$ cat config.mk
export PLATFORM = sky130hd
export DESIGN_NAME = am_lock_lane_rx
export DESIGN_NICKNAME = d
export VERILOG_FILES = /design/src/rtl/am_lock_lane_rx.sv
export SDC_FILE = /design/constraint.sdc
export NUM_CORES = 1
export LEC_CHECK = 0
export CAP_MARGIN = 20
export CELL_PAD_IN_SITES_DETAIL_PLACEMENT = 1
export CELL_PAD_IN_SITES_GLOBAL_PLACEMENT = 2
export CORE_ASPECT_RATIO = 1.2
export CORE_MARGIN = 8
export CORE_UTILIZATION = 30
export DETAILED_ROUTE_END_ITERATION = 8
export PLACE_DENSITY_LB_ADDON = 0.1
export SETUP_SLACK_MARGIN = 0.1
export SYNTH_ARGS = -nofsm -noshare
export SYNTH_HDL_FRONTEND = slang
export SYNTH_SLANG_ARGS = --single-unit
$ cat constraint.sdc
create_clock -name clk -period 3 [get_ports clk]
set_input_delay 0.75 -clock clk [delete_from_list [all_inputs] [get_ports clk]]
set_output_delay 0.75 -clock clk [all_outputs]
set_load 0.02 [all_outputs]
$ cat src/rtl/am_lock_lane_rx.sv
// Per-lane 40GBASE-R alignment-marker lock: detects this lane's markers and runs the 2-good / N-bad lock FSM.
// Optional saturating bad-marker counter output when AM_LOCK_ERR_CNT_EN is defined.
module am_lock_lane_rx #(
   parameter int BLOCK_W        = 66,
   parameter int LANE_N         = 4,
   parameter int AM_PERIOD      = 16383,
   parameter int AM_CNT_W       = $clog2(AM_PERIOD+1),
   parameter int AM_INVALID_MAX = 4,
   parameter int LANE_ID_W      = $clog2(LANE_N)
) (
   input  logic                 clk,
   input  logic                 nreset,
   input  logic                 block_lock_i,
   input  logic                 valid_i,
   input  logic [BLOCK_W-1:0]   data_i,
`ifdef AM_LOCK_ERR_CNT_EN
   output logic [15:0]          am_err_cnt_o,
`endif
   output logic                 valid_o,
   output logic [BLOCK_W-1:0]   data_o,
   output logic                 am_v_o,
   output logic                 lock_v_o,
   output logic                 lock_lost_v_o,
   output logic [LANE_ID_W-1:0] lane_id_o
);

   localparam int INV_W = $clog2(AM_INVALID_MAX+1);
   localparam logic [AM_CNT_W-1:0] LP_PERIOD  = AM_CNT_W'(AM_PERIOD);
   localparam logic [INV_W-1:0]    LP_INV_TOP = INV_W'(AM_INVALID_MAX-1);

   typedef enum logic [1:0] {ST_SEARCH, ST_WAIT2, ST_LOCKED} state_t;

   // Marker bytes packed {M2,M1,M0} so they line up with data_i[25:2].
   function automatic logic [23:0] am_pat(input int lane);
      case (lane)
         0:       am_pat = 24'h477690;
         1:       am_pat = 24'hE6C4F0;
         2:       am_pat = 24'h9B65C5;
         3:       am_pat = 24'h3D79A2;
         default: am_pat = 24'h000000;
      endcase
   endfunction

   state_t                r_state, w_state_nxt;
   logic [AM_CNT_W-1:0]   r_cnt, w_cnt_nxt;
   logic [INV_W-1:0]      r_inv, w_inv_nxt;
   logic [LANE_ID_W-1:0]  r_lane_id, w_lane_id_nxt;
   logic [LANE_ID_W-1:0]  r_lane_out, w_lane_out_nxt;
   logic                  r_valid, r_am_v, r_lost;
   logic [BLOCK_W-1:0]    r_data;
   logic                  w_am_nxt, w_lost_nxt, w_err_inc;
   logic [LANE_N-1:0]     w_hit;
   logic [LANE_ID_W-1:0]  w_hit_id;
   logic                  w_any_hit, w_id_hit, w_slot;

   // BIP bytes 3 and 7 are deliberately excluded from the match.
   for (genvar g = 0; g < LANE_N; g++) begin : g_match
      assign w_hit[g] = valid_i && (data_i[1:0] == 2'b01) &&
                        (data_i[25:2] == am_pat(g)) && (data_i[57:34] == ~am_pat(g));
   end

   always_comb begin
      w_hit_id = '0;
      for (int i = 0; i < LANE_N; i++)
         if (w_hit[i]) w_hit_id = LANE_ID_W'(i);
   end

   assign w_any_hit = |w_hit;
   assign w_id_hit  = w_hit[r_lane_id];
   assign w_slot    = (r_cnt == LP_PERIOD);

   always_comb begin
      w_state_nxt    = r_state;
      w_cnt_nxt      = r_cnt;
      w_inv_nxt      = r_inv;
      w_lane_id_nxt  = r_lane_id;
      w_lane_out_nxt = r_lane_out;
      w_am_nxt       = 1'b0;
      w_lost_nxt     = 1'b0;
      w_err_inc      = 1'b0;
      if (!block_lock_i) begin
         w_state_nxt = ST_SEARCH;
         w_cnt_nxt   = '0;
         w_inv_nxt   = '0;
         w_lost_nxt  = (r_state == ST_LOCKED);
      end else if (valid_i) begin
         w_cnt_nxt = w_slot ? '0 : r_cnt + AM_CNT_W'(1);
         case (r_state)
            ST_SEARCH: if (w_any_hit) begin
               w_lane_id_nxt = w_hit_id;
               w_cnt_nxt     = '0;
               w_state_nxt   = ST_WAIT2;
            end
            ST_WAIT2: if (w_slot) begin
               if (w_id_hit) begin
                  w_state_nxt    = ST_LOCKED;
                  w_am_nxt       = 1'b1;
                  w_inv_nxt      = '0;
                  w_lane_out_nxt = r_lane_id;
               end else begin
                  w_state_nxt = ST_SEARCH;
               end
            end
            ST_LOCKED: if (w_slot) begin
               if (w_id_hit) begin
                  w_inv_nxt = '0;
                  w_am_nxt  = 1'b1;
               end else begin
                  w_err_inc = 1'b1;
                  if (r_inv == LP_INV_TOP) begin
                     w_state_nxt = ST_SEARCH;
                     w_lost_nxt  = 1'b1;
                     w_inv_nxt   = '0;
                  end else begin
                     w_inv_nxt = r_inv + INV_W'(1);
                  end
               end
            end
            default: w_state_nxt = ST_SEARCH;
         endcase
      end
   end

   always_ff @(posedge clk or negedge nreset) begin
      if (!nreset) begin
         r_state    <= ST_SEARCH;
         r_cnt      <= '0;
         r_inv      <= '0;
         r_lane_id  <= '0;
         r_lane_out <= '0;
         r_valid    <= 1'b0;
         r_data     <= '0;
         r_am_v     <= 1'b0;
         r_lost     <= 1'b0;
      end else begin
         r_state    <= w_state_nxt;
         r_cnt      <= w_cnt_nxt;
         r_inv      <= w_inv_nxt;
         r_lane_id  <= w_lane_id_nxt;
         r_lane_out <= w_lane_out_nxt;
         r_valid    <= valid_i;
         r_data     <= data_i;
         r_am_v     <= w_am_nxt;
         r_lost     <= w_lost_nxt;
      end
   end

`ifdef AM_LOCK_ERR_CNT_EN
   logic [15:0] r_err_cnt;
   always_ff @(posedge clk or negedge nreset) begin
      if (!nreset)                                r_err_cnt <= '0;
      else if (w_err_inc && r_err_cnt != 16'hFFFF) r_err_cnt <= r_err_cnt + 16'd1;
   end
   assign am_err_cnt_o = r_err_cnt;
`else
   logic w_unused_err;
   assign w_unused_err = w_err_inc;
`endif

   // State is registered on the same edge as the marker, so lock tracks data_o directly.
   assign lock_v_o      = (r_state == ST_LOCKED);
   assign valid_o       = r_valid;
   assign data_o        = r_data;
   assign am_v_o        = r_am_v;
   assign lock_lost_v_o = r_lost;
   assign lane_id_o     = r_lane_out;

endmodule

### Word level (Yosys, flattened, before mapping)

Index checks and enable logic that the tools add are counted.

* bitwise gates (word level): 0
* mux-type cells: 38
* div/mod/pow operators: 0
* $mul: 0
* shifts and indexed selects: 0
* $lt $le $gt $ge: 1
* eq/ne operators: 21
* reduce and logical (&&, ||, !) cells: 16
* add/sub/neg operators: 2

Operator list (number)
* $eq 24x24->1 const B: 4
* $mux 14: 5
* $eq 24x23->1 const B: 2
* $eq 24x21->1 const B: 1
* $eq 24x22->1 const B: 1
* $mux 3: 7
* $mux 2: 10
* $add 14x1->14 const B: 1
* $eq 14x14->1 const B: 1
* $mux 1: 13
* $ne 3x3->1 const B: 4
* $reduce_and 5->1: 2
* $logic_and 1x1->1: 9
* $ne 3x2->1 const B: 2
* $pmux 2 s3: 1
* $pmux 3 s2: 1
* $reduce_and 6->1: 1
* $eq 2x1->1 const B: 2
* $reduce_and 4->1: 1
* $reduce_or 4->1: 1
* $add 3x1->3 const B: 1
* $eq 3x2->1 const B: 1
* $lt 2x3->1 const B: 1
* $ne 3x1->1 const B: 1
* 5 further kinds: 5

* latch bits: 0
* RAM bits: 0
* bits of input ports: 70
* ROM bits: 0
* register bits: 92
* memories kept: 0

### Depth between registers and ports, before layout

* depth in word-level cells: 11
* gate-level depth with buffers: 8
* gate-level depth less buffers: 7

### Worst setup path before layout

OpenSTA, ideal clock, no wires.

* path type: input to register
* from: input port data_i[52]
* to: register r_lane_out[0] (netlist: lane_id_o[0])
* cell stages on the path: 7
* path slack: 0.553 ns
* required time: 2.872 ns
* buffers on the path: 0
* data arrival time: 2.319 ns
* cells stage by stage: nand4b_1 -> or3_4 -> nor4_4 -> nand2_1 -> o22ai_1 -> nand4_1 -> mux2_1

* cells in the longest elaborated chain, start to end: 5
* elaborated cells between the ends (all ways): 11
* classes of those cells: eq/ne (4); mux (2); reduce/logical (5)

Ends and longest elaborated chain
* start, declared: RTL line 15 `input logic [BLOCK_W-1:0] data_i,`
* $eq 24x24->1 (tied with other cells): RTL line 59 `(data_i[25:2] == am_pat(g)) && (data_i[57:34] == ~am_pat(g));`
* $logic_and 1x1->1: RTL line 59
* $bmux 1 s2 (*): RTL line 69 `assign w_id_hit = w_hit[r_lane_id];`
* $mux 1 (not written as such) (*): RTL line 69
* $reduce_and 5->1 (no line) (*)
* end signal, assigned: RTL line 140 `r_lane_out <= w_lane_out_nxt;`
* end, declared: RTL line 48 `logic [LANE_ID_W-1:0] r_lane_out, w_lane_out_nxt;`

Mark *: on every way between the ends. The rest lies on a longest branch, timed or not. The select of a mux whose other input is x is not followed.
A chain may end at the register's enable or synchronous reset.

### Worst setup path in the final report

* from: input port data_i[52]
* to: register r_inv[2]

* cells in the longest elaborated chain, start to end: 9
* elaborated cells between the ends (all ways): 17
* classes of those cells: eq/ne (5); mux (7); reduce/logical (5)

Ends and longest elaborated chain
* $eq 24x24->1 (tied with other cells): RTL line 59
* $logic_and 1x1->1: RTL line 59
* $bmux 1 s2 (*): RTL line 69
* $mux 1 (not written as such) (*): RTL line 69
* $mux 3: RTL line 105 `if (w_id_hit) begin`
* $mux 3: RTL line 104 `ST_LOCKED: if (w_slot) begin`
* $pmux 3 s2: RTL line 88 `case (r_state)`
* $mux 3: RTL line 86 `end else if (valid_i) begin`
* $mux 3: RTL line 81 `if (!block_lock_i) begin`
* end signal, assigned: RTL line 138 `r_inv <= w_inv_nxt;`
* end, declared: RTL line 46 `logic [INV_W-1:0] r_inv, w_inv_nxt;`

Marks and branches as above.

==> metrics.yaml <==
global_route:
  grt_max_degree: 61
  antenna_found_initial: 0
  grt_pass1_wl_mm: 17.8
  grt_remaining_overflow: 0
  grtUsageTotal: 0.146
  grt_pass1_vias: 3225
outcome:
  outcome: "finished clean"
critical_path:
  critical-path-slowest-cell: "clkdlybuf4s50_1"
  cpPeakStageDelay_ps: 440
  crit_arrival_ps: 2990
  path_delay_family: "simple AND/OR/NAND/NOR gates"
  end_kind: "register"
  path_class: "in -> reg"
  path_buf_inv: 3
  path_cells: "clkdlybuf4s50_1 -> nand4b_1 -> or3_4 -> buf_4 -> nor3_1 -> a22oi_1 -> o22ai_2 -> buf_4 -> a21oi_1 -> o311a_1"
  required_ps: 3230
  setup.worst_path.start_class: "primary input"
  cp_max_fo: 7
  cpMostUsedCell: "buf_4"
layout:
  area_growth_syn_to_layout_pct: 58.4
  drive_gt1_frac: 0.150
  utilization: 0.484
  n_fill_cell: 1257
  antenna-diode-count: 0
  nets: 536
  register_area_mm2: 0.00230
  multi_input_area_mm2: 0.00140
  stdcell_count: 627
place:
  dp_hpwl_mm: 9.17
  globalplace.congestion: 0.727
  dp_cells: 611
  dp_slack_ps: -246
  io_buffers: 141
clock_network:
  cts.sinks: 92
  clk_pin_slew_worst_paths_ps: 70
  cts_buffer_depth: 2
  root_buffer: "clkbuf_16"
  cts_tree: "yes"
  cts_buffers: 9
  clk_latency_ps: 340
  htreeDepth: 3
  cts_setup_buffers: 0
routing:
  wl_mm: 11.6
  drt-initial-drc-count: 86
  antenna_left: 0
  drt_first_pass_iters: 7
  vias_per_cell: 4.77
  remaining_drc_errors: 0
  vias: 2992
  routedWlPerCell_um: 18.4
sta:
  worstMarginPinSlew_ps: 474
  hold_viol: 0
  period_needed_ps: 2760
  min_period_over_period: 0.922
  setup_viol: 0
  max-slew-margin-rel: 0.684
  clock_skew_ps: 5.18
  slew_violations: 0
  setup_tns_ps: 0
  setup_slack_ps: 235
  max_freq_mhz: 362
  rsz0062_at_grt: "no"
die:
  dieArea_mm2: 0.0161
  die_h_um: 137
  ios: 142
  start_util: 0.306
  die_w_um: 117
  coreArea_mm2: 0.0121
  fp-row-count: 44
yosys:
  synth_seq_cells: 92
  synth_xor_xnor_area_share: 0.0190
  synth-seq-area-share: 0.625
  synth_top_cell_by_area: "dfrtp_1"
  synth_edf_count: 0
  synth_fa_ha_area_frac: 0.0170
  syn-mean-instance-area_um2: 12.8
  syn_area_mm2: 0.00368
  syn-num-nets: 363
  synth_mux_area_frac: 0.0173
  ys_async_sr_fraction: 1.00
  synthCells: 288
  synth_top_area_share: 0.625
  synthFlopType: "dfrtp_1"
  synth-compound-area-share: 0.0750
  synth_top_family_by_area: "simple AND/OR/NAND/NOR gates"
  synth.area.top_cells: "dfrtp_1, nand2_1, nand4_1"
  yosysWarnings: 0
  synth.distinct_cells: 60
  synth-simple-area-share: 0.236
power:
  ir_worst_vdd_mv: 0.220
  power_density_mw_per_mm2: 479
  p_leak_nw: 2.43
  total_power_mw: 2.79
hold_path:
  hold_class: "in -> async"
flow_run:
  maxCapViolations: 0
per-stage QoR:
step | instance area, um^2 | hold WS (ps)
floorplan | 3680 | 454
global placement | 5480 | 481
detailed placement | 5480 | 487
CTS | 5780 | 368
global route | 5840 | 388
finish | 5840 | 364
flip-flops by register name, summed over array words and instances, names as in the netlist:
register       cells
r_inv              3
r_cnt             14
r_state            2
valid_o            1
lock_lost_v_o      1
data_o            66
r_lane_id          2
lane_id_o          2
am_v_o             1
path summary, 6_finish.rpt:
path	startpoint	slack, ps	endpoint	cells after the start
max	data_i[52]	240	r_inv[2]	10
min	nreset	360	data_o[2]	1
max reg2reg	r_cnt[3]	770	r_cnt[13]	7
min reg2reg	lane_id_o[1]	490	lane_id_o[1]	1
max in group asynchronous	nreset	1970	r_cnt[2]	2
min in group clk	lane_id_o[1]	490	lane_id_o[1]	1
power by group:
| part | leakage, nW | switching [mW] | internal (mW) |
|---|---|---|---|
| clock network | 0.142 | 0.478 | 0.649 |
| registers | 1.12 | 0.0159 | 1.29 |
| logic | 1.17 | 0.167 | 0.194 |
layer usage:
layer  part of all wire  GRT usage  vias to the layer above
met5                  0          0                        -
met4              0.012     0.0470                        0
met3              0.064     0.0408                        9
met2               0.52      0.253                       78
met1               0.41      0.169                     1495
li1                   -          -                     1410
cells by family after synthesis:
family	after synthesis
adders and majority gates	5
AOI/OAI and AO/OA	35
xor gates and xnor gates	8
muxes	6
DFF	92
and+or+nand+nor	132
buffers and inverters	10
cells in the mapped netlist, drive strengths merged, types with 3 or more instances:
cell type and number:
nor2b 7, nor3 9, dfrtp 92, and4bb 4
inv 6, mux2i 3, and4 3, a21oi 5
or3 3, and3 8, a21boi 3, nand4b 5
nor4bb 7, nand3 7, nor4 9, o21a 3
ha 5, nand2 24, nor2 16, clkbuf 3
xnor2 6, o21ai 6, nand2b 4, mux2 3
nand4 13
worst reg2reg max path: cells and delay by family, from the launching register on:
kind            cells  cell delay (ps)
compound gates      2              520
flops               1              420
simple gates        5             1180
placed cells by master (no fill, tap or decap), drive strengths merged, types with 3 or more instances in the layout:
cell	Yosys	final
nor4bb	7	7
nand3	7	7
or3	3	3
nand4b	5	5
nor2b	7	7
clkinv	0	3
xnor2	6	6
nor3	9	9
inv	6	7
nor2	16	16
mux2i	3	3
clkbuf	3	9
o21ai	6	6
o21a	3	3
dfrtp	92	92
mux2	3	3
clkdlybuf4s50	0	140
nor4	9	9
a21oi	5	5
buf	1	26
and4bb	4	4
nand2	24	24
and3	8	8
nand2b	4	4
nand4	13	13
and4	3	3
ha	5	5
a21boi	3	3
timing repair:
action | 4_1_cts | 5_1_grt
resized for setup | 0 | 9
hold buffers | 0 | 0
endpoints found under the setup margin | 0 | 20
area by class of cell:
cell class,count,area share
inverter,6,0.00386
clock buffer,9,0.0386
sequential,92,0.394
timing repair buffer,166,0.276
clock inverter,7,0.0131
multi-input combinational,186,0.240
tap,161,0.0345
Power figures use the tool's default switching activity.
